### src/rtl/booth_mult_seq.sv
// Sequential radix-2 Booth multiplier with start/busy/done handshake and a held product.
// Optional build macro MULT_ZERO_EARLY_EN: zero operands skip the iterations and finish in one clock.
module booth_mult_seq #(
  parameter int unsigned WIDTH = 4
) (
  input  logic                 clk,
  input  logic                 rst,
  input  logic                 inicio,
  input  logic [WIDTH-1:0]     multiplicando,
  input  logic [WIDTH-1:0]     multiplicador,
  output logic [2*WIDTH-1:0]   producto,
  output logic                 listo,
  output logic                 ocupado
);

  localparam int unsigned PW = 2 * WIDTH;
  localparam int unsigned AW = WIDTH + 1;
  localparam int unsigned CW = $clog2(WIDTH + 1);

  typedef enum logic [1:0] {IDLE, CALC, DONE} state_t;

  state_t          state;
  logic [AW-1:0]   acc;
  logic [AW-1:0]   mcand;
  logic [WIDTH-1:0] mplier;
  logic            q_prev;
  logic [CW-1:0]   cnt;
  logic [AW-1:0]   acc_sum_c;

  // Booth add/subtract step chosen by the current multiplier bit pair
  always_comb begin
    acc_sum_c = acc;
    case ({mplier[0], q_prev})
      2'b10:   acc_sum_c = acc - mcand;
      2'b01:   acc_sum_c = acc + mcand;
      default: acc_sum_c = acc;
    endcase
  end

  always_ff @(posedge clk or posedge rst) begin
    if (rst) begin
      state    <= IDLE;
      acc      <= '0;
      mcand    <= '0;
      mplier   <= '0;
      q_prev   <= 1'b0;
      cnt      <= '0;
      producto <= '0;
      listo    <= 1'b0;
      ocupado  <= 1'b0;
    end else begin
      listo <= 1'b0;
      case (state)
        IDLE: begin
          if (inicio) begin
            acc     <= '0;
            mcand   <= {multiplicando[WIDTH-1], multiplicando};
            mplier  <= multiplicador;
            q_prev  <= 1'b0;
            cnt     <= CW'(WIDTH);
            ocupado <= 1'b1;
`ifdef MULT_ZERO_EARLY_EN
            // Clearing Q makes the DONE-cycle readout a zero product directly
            if ((multiplicando == '0) || (multiplicador == '0)) begin
              mplier <= '0;
              state  <= DONE;
            end else begin
              state  <= CALC;
            end
`else
            state <= CALC;
`endif
          end
        end
        CALC: begin
          // Arithmetic right shift of {A,Q,q-1} after the add/subtract
          acc    <= {acc_sum_c[AW-1], acc_sum_c[AW-1:1]};
          mplier <= {acc_sum_c[0], mplier[WIDTH-1:1]};
          q_prev <= mplier[0];
          cnt    <= cnt - CW'(1);
          if (cnt == CW'(1)) begin
            state <= DONE;
          end
        end
        DONE: begin
          producto <= PW'({acc[WIDTH-1:0], mplier});
          listo    <= 1'b1;
          ocupado  <= 1'b0;
          state    <= IDLE;
        end
        default: state <= IDLE;
      endcase
    end
  end

endmodule

### config.mk
export PLATFORM = sky130hd
export DESIGN_NAME = booth_mult_seq
export DESIGN_NICKNAME = d
export VERILOG_FILES = /design/src/rtl/booth_mult_seq.sv
export SDC_FILE = /design/constraint.sdc
export NUM_CORES = 1
export LEC_CHECK = 0
export CORE_AREA = 3 3 60 62
export CTS_CLUSTER_SIZE = 10
export DETAILED_ROUTE_END_ITERATION = 6
export DIE_AREA = 0 0 63 65
export GPL_TIMING_DRIVEN = 0
export HOLD_SLACK_MARGIN = 0.08
export PLACE_DENSITY_LB_ADDON = 0.05
export SLEW_MARGIN = 30
export SYNTH_ARGS = -nofsm -noshare
export SYNTH_HDL_FRONTEND = slang
export SYNTH_SLANG_ARGS = --single-unit
### constraint.sdc
create_clock -name clk -period 6.65 [get_ports clk]
set_input_delay 0.665 -clock clk [delete_from_list [all_inputs] [get_ports clk]]
set_output_delay 0.665 -clock clk [all_outputs]
set_load 0.03 [all_outputs]
==> out/summary.txt, run 1 <==
Clock latency on the worst-skew pair - 0.34 ns
Top cell type's share of synthesized area - 49.1%
Finished Cell Area - 1720 um^2
Worst setup startpoint - mplier[0]
Die X - 63 um
CTS sink cnt - 28
Crit Path Max Fanout - 5
Clock period minus worst slack - 2.41 ns
Setup crit end kind - register
Ys flop type - dfrtp_1
Dpl cell area - 1680 um^2
Wire length per cell - 12.2 um
Fmax - 415 MHz
CP required - 6.94 ns
Maxcap violations - 0
Peak VDD IR - 243 uV
Crit Path Class - reg -> reg
Yosys reg bits - 28
Mapped Area - 1430 um^2
Most area-hungry cell type in the Yosys netlist - dfrtp_1
Fraction of layout cells with a size suffix above 1 - 7.47%
Clock-pin slew on the worst setup and hold paths - 0.16 ns
R2r worst-path depth - 10
GRT Util Overall - 14.9%
Final hold vios - 0
Hpwl dp - 1.95 mm
Critical Path Start Type - register
Mapped Nets - 170
Clock buffer count from CTS - 3
Slew @ Worst Pin - 0.609 ns
CTS tree - done
Antenna violations before repair - 0
Router iterations before antenna repair - 4
Placement row count - 20
Via count - 1,074
Final-report max-slew violation count - 0
RD Place Congestion - 0.784
Final worst-path cycle share - 36.2%
CTS Buffer Depth - 2
Drt initial violations - 72
Number of diodes - 0
Top cells by area, synth - dfrtp_1, nand2_1, ha_1, o21ai_0, inv_1
# nets final - 195
Hold buffer count at CTS - 0
Die H - 65 um
RSZ-0062 raised after global routing - false
Hold path start - producto[1]
Post-synthesis cell count - 150
First-pass GRT wire length - 4.89 mm
Effective utilization at floorplan - 46.3%
Post-CTS setup buffer count - 0
Pwr Density - 515 nW/um^2
Vias per Instance - 4.93
Grt ovf - 0
CP arrival - 2.70 ns
RR Startpoint - mplier[0]
YS warnings - 0
I/O Buffers - 20
Clock Tree Root - clkbuf_4
Largest net degree at the start of global routing - 29
Critical path destination - acc[3]
DIE AREA - 4100 um^2
# setup viols final - 0
Commonest non-fill, non-tap cells in the layout - dfrtp_1, nand2_1, clkdlybuf4s50_1, o21ai_0, nor2_1
Distinct cells, synth - 34
Setup Total Neg Slack - 0 ns
I/O pin cnt - 21
P_leak - 0.792 nW
Max Clock Skew - 0.00676 ns
H-tree levels - 1
Reg2reg setup slack - 4.24 ns
Synthesized area per cell - 9.51 um^2
Core Area - 3080 um^2
Worst r2r dst - acc[3]
Hold WC Path Type - reg -> reg
Util after Layout - 55.8%
Max-slew headroom - 59.3%
DRC - 0
CTS resizes - 0
Number of synthesized flops with an enable pin - 0
Register area share after synthesis - 49.1%
Vias in the first global route - 1,095
Status - complete, no violations
Total wire length - 2.66 mm
Tot Pwr - 884 uW
Asr flop ratio synth - 100%
Leading cell type in the layout, fill and taps excluded - dfrtp_1
Area grow syn2layout - 20.4%
Routed Antenna Nets - 0
per-stage QoR:
step / instances / hold slack (ns) / setup WS [ns]
finish: 218 / 0.490 / 4.24
global route: 218 / 0.519 / 4.08
CTS: 218 / 0.492 / 4.22
detailed placement: 214 / 0.462 / 4.26
global placement: 214 / 0.456 / 4.28
floorplan: 150 / 0.440 / 4.44
power breakdown:
group	internal, mW	leakage [nW]	switching (mW)	total (mW)
Sequential	0.246	0.351	0.0566	0.303
Clock	0.0336	0.0210	0.0521	0.0857
Combinational	0.220	0.421	0.275	0.495
Total	0.500	0.792	0.384	0.884
layout make-up:
type | count | area, um^2
sequential | 28 | 701
clock buffer | 4 | 36.3
tap | 44 | 55.1
timing repair buffer | 20 | 200
fill | 294 | 1360
inverter | 11 | 41.3
buffer | 6 | 25.0
multi-input combinational | 105 | 659
Yosys cell counts, types with 2 or more instances:
| library cell | count |
|---|---|
| dfrtp_1 | 28 |
| nand2_1 | 27 |
| o21ai_0 | 13 |
| inv_1 | 11 |
| nor2_1 | 11 |
| ha_1 | 8 |
| a21oi_1 | 5 |
| nand2b_1 | 5 |
| nor2b_1 | 5 |
| xor2_1 | 4 |
| a21o_1 | 3 |
| a22oi_1 | 3 |
| clkbuf_1 | 3 |
| mux2_2 | 3 |
| buf_2 | 2 |
registers in the layout, summed over array words and instances (netlist names):
signal	cells
acc	4
producto	8
ocupado	1
cnt	3
mcand	4
q_prev	1
listo	1
mplier	4
state	2
worst min path at each step:
stage | end | slack [ns] | cells past startpoint
finish | producto[1] | 0.49 | 2
global route | cnt[2] | 0.52 | 1
CTS | cnt[2] | 0.49 | 1
detailed placement | producto[1] | 0.46 | 2
global placement | cnt[2] | 0.46 | 1
floorplan | cnt[2] | 0.44 | 1
metal layers:
layer | GRT usage [%] | vias up | share of wire, %
met5 | 0 | - | 0
met4 | 4.68 | 0 | 0.90
met3 | 2.25 | 3 | 3.3
met2 | 24.1 | 19 | 46
met1 | 20.6 | 507 | 49
li1 | - | 545 | -
cells by family after synthesis:
group	Yosys count	share of synthesized area, %
AOI/OAI and AO/OA	34	15.2
buffers and inverters	17	4.65
DFF	28	49.1
xor gates and xnor gates	5	3.07
muxes	4	3.07
adders and majority gates	9	8.42
and+or+nand+nor	53	16.5
critical path: stages (launching register included):
cell	delay [ns]
dfrtp_1	0.41
inv_1	0.12
ha_1	0.27
mux2_2	0.20
inv_1	0.05
fa_1	0.42
nand2b_1	0.17
a21oi_2	0.13
xnor2_1	0.10
or4_1	0.40
nand3_1	0.09
Note: power is estimated with default switching activity, not from simulation.
==> inputs of run 2 (changes only) <==
- clock period: 6.65 -> 2.3 ns (I/O delays scaled with it)
==> run 2 against run 1 <==
  * Total power grew to 3.1 times the previous value
  * Die area did not move
  * Final cell count up 1.4%
  * Global-route usage grew 0.22 points
  * Via count rose by 2.0%
  * Clock skew is 0.00090 ns higher
  * Maximum frequency rose by 10%
  * Final area rose by 2.6%
==> out/summary.txt, run 2 (synthesis results as in run 1) <==
CP arrival - 2.48 ns
DRC - 0
Vias per Instance - 4.96
Reg2reg setup slack - 0.11 ns
Area grow syn2layout - 23.6%
Worst setup startpoint - mplier[0]
Max FFs per register - 8
Routed Antenna Nets - 0
Slew @ Worst Pin - 0.608 ns
P_leak - 0.814 nW
Final worst-path cycle share - 95.2%
Die H - 65 um
Hpwl dp - 1.95 mm
Fraction of layout cells with a size suffix above 1 - 11.9%
Drt initial violations - 50
Crit Path Max Fanout - 5
Largest net degree at the start of global routing - 29
Router iterations before antenna repair - 4
Finished Cell Area - 1760 um^2
Peak VDD IR - 878 uV
P_sw - 1.17 mW
Wire length per cell - 12.5 um
Maxcap violations - 0
CP Cell Sequence - inv_2, ha_4, mux2_2, inv_1, fa_2, nand2b_4, a21oi_2, xnor2_1, or4_1, nand3_1
Final hold vios - 0
Pint - 1.54 mW
DIE AREA - 4100 um^2
Dpl cell area - 1680 um^2
Status - complete, no violations
Setup crit end kind - register
CTS Buffer Depth - 2
CP required - 2.59 ns
Antenna violations before repair - 0
Setup Total Neg Slack - 0 ns
Clock period minus worst slack - 2.19 ns
Total wire length - 2.77 mm
Switching Fraction - 43.1%
Die X - 63 um
Number of diodes - 0
Max Clock Skew - 0.00766 ns
Worst r2r dst - acc[3]
Final-report max-slew violation count - 0
Hold buffer count at CTS - 0
Clock-pin slew on the worst setup and hold paths - 0.16 ns
CP peak stage delay - 0.40 ns
Vias in the first global route - 1,111
Layout fillers - 287
RR Startpoint - mplier[0]
Logic gate share of total power - 58.3%
Placement row count - 20
# setup viols final - 0
First-pass GRT wire length - 4.95 mm
Leading cell type in the layout, fill and taps excluded - dfrtp_1
Reg with most FFs - producto
H-tree levels - 1
Crit Path Class - reg -> reg
GRT Util Overall - 15.1%
Grt ovf - 0
Critical Path Start Type - register
I/O Buffers - 20
Max-slew headroom - 59.4%
CTS tree - done
Via count - 1,096
CTS sink cnt - 28
Pwr Density - 1540 nW/um^2
Slowest cell on crit path - or4_1
Clock buffer count from CTS - 3
Effective utilization at floorplan - 46.3%
RD Place Congestion - 0.784
Hold WC Path Type - in -> async
# nets final - 198
Clk network pwr share - 9.2%
Clock latency on the worst-skew pair - 0.34 ns
Clock Tree Root - clkbuf_4
Fmax - 457 MHz
R2r worst-path depth - 10
I/O pin cnt - 21
Seq pwr share - 32.5%
Critical path destination - acc[3]
Core Area - 3080 um^2
Commonest non-fill, non-tap cells in the layout - dfrtp_1, nand2_1, clkdlybuf4s50_1, o21ai_0, nor2_1
## run 2: cell count changes in the layout (fill, tap and decap cells not counted), sizes merged
cell | previous run | this run
buf | 3 | 6
## run 2: final cells by class
cell class / instances / area [um^2] / share of cell area [%]
multi-input combinational: 105 / 682 / 38.7
clock buffer: 4 / 36.3 / 2.06
tap: 44 / 55.1 / 3.12
inverter: 11 / 41.3 / 2.34
sequential: 28 / 701 / 39.7
timing repair buffer: 23 / 223 / 12.6
buffer: 6 / 25.0 / 1.42
## run 2: metrics by stage
step | std cells | setup slack [ns] | util, % | hold slack (ns) | power, mW
after CTS | 219 | 0.0589 | 56.5 | 0.285 | 2.61
after detailed placement | 214 | -0.0945 | 54.6 | 0.462 | 2.33
final | 221 | 0.110 | 57.3 | 0.251 | 2.71
after global routing | 221 | -0.00693 | 57.3 | 0.307 | 2.97
after floorplan | 150 | 0.0929 | - | 0.295 | 1.93
after global placement | 214 | -0.0718 | 54.6 | 0.456 | 2.29
## run 2: power by group through the flow
stage	clock network [mW]	registers [mW]	logic, mW
2_1_floorplan	0	0.990	0.944
3_3_place_gp	0	0.880	1.41
3_5_place_dp	0	0.886	1.44
4_1_cts	0.250	0.876	1.48
5_1_grt	0.272	0.914	1.79
6_report	0.250	0.879	1.58
## run 2: what timing repair did
item,in CTS,in global routing
pin swaps,0,3
gates resized for setup,4,2
setup buffers,1,2
setup endpoints to repair,1,1
## run 2: worst max-delay path, delay by kind of cell, from the launching register on
family | cells | cell delay (ns)
AOI/OAI and AO/OA | 1 | 0.14
xor gates and xnor gates | 1 | 0.09
adders and majority gates | 2 | 0.53
buffers and inverters | 2 | 0.12
DFF | 1 | 0.39
muxes | 1 | 0.23
and+or+nand+nor | 3 | 0.64
## run 2: worst min path at each step
stage	slack, ns	start	endpoint
final	0.25	rst	cnt[2]
after global routing	0.31	rst	producto[4]
after CTS	0.29	rst	producto[0]
after detailed placement	0.46	producto[1]	producto[1]
after global placement	0.46	cnt[2]	cnt[2]
after floorplan	0.30	rst	acc[0]
## run 2: routing by layer
layer	part of all wire (%)	wire, um	track usage, %
met1	48	1330	20.7
met2	46	1290	24.2
met3	3.9	108	2.43
met4	1.4	39	5.51
met5	0	0	0
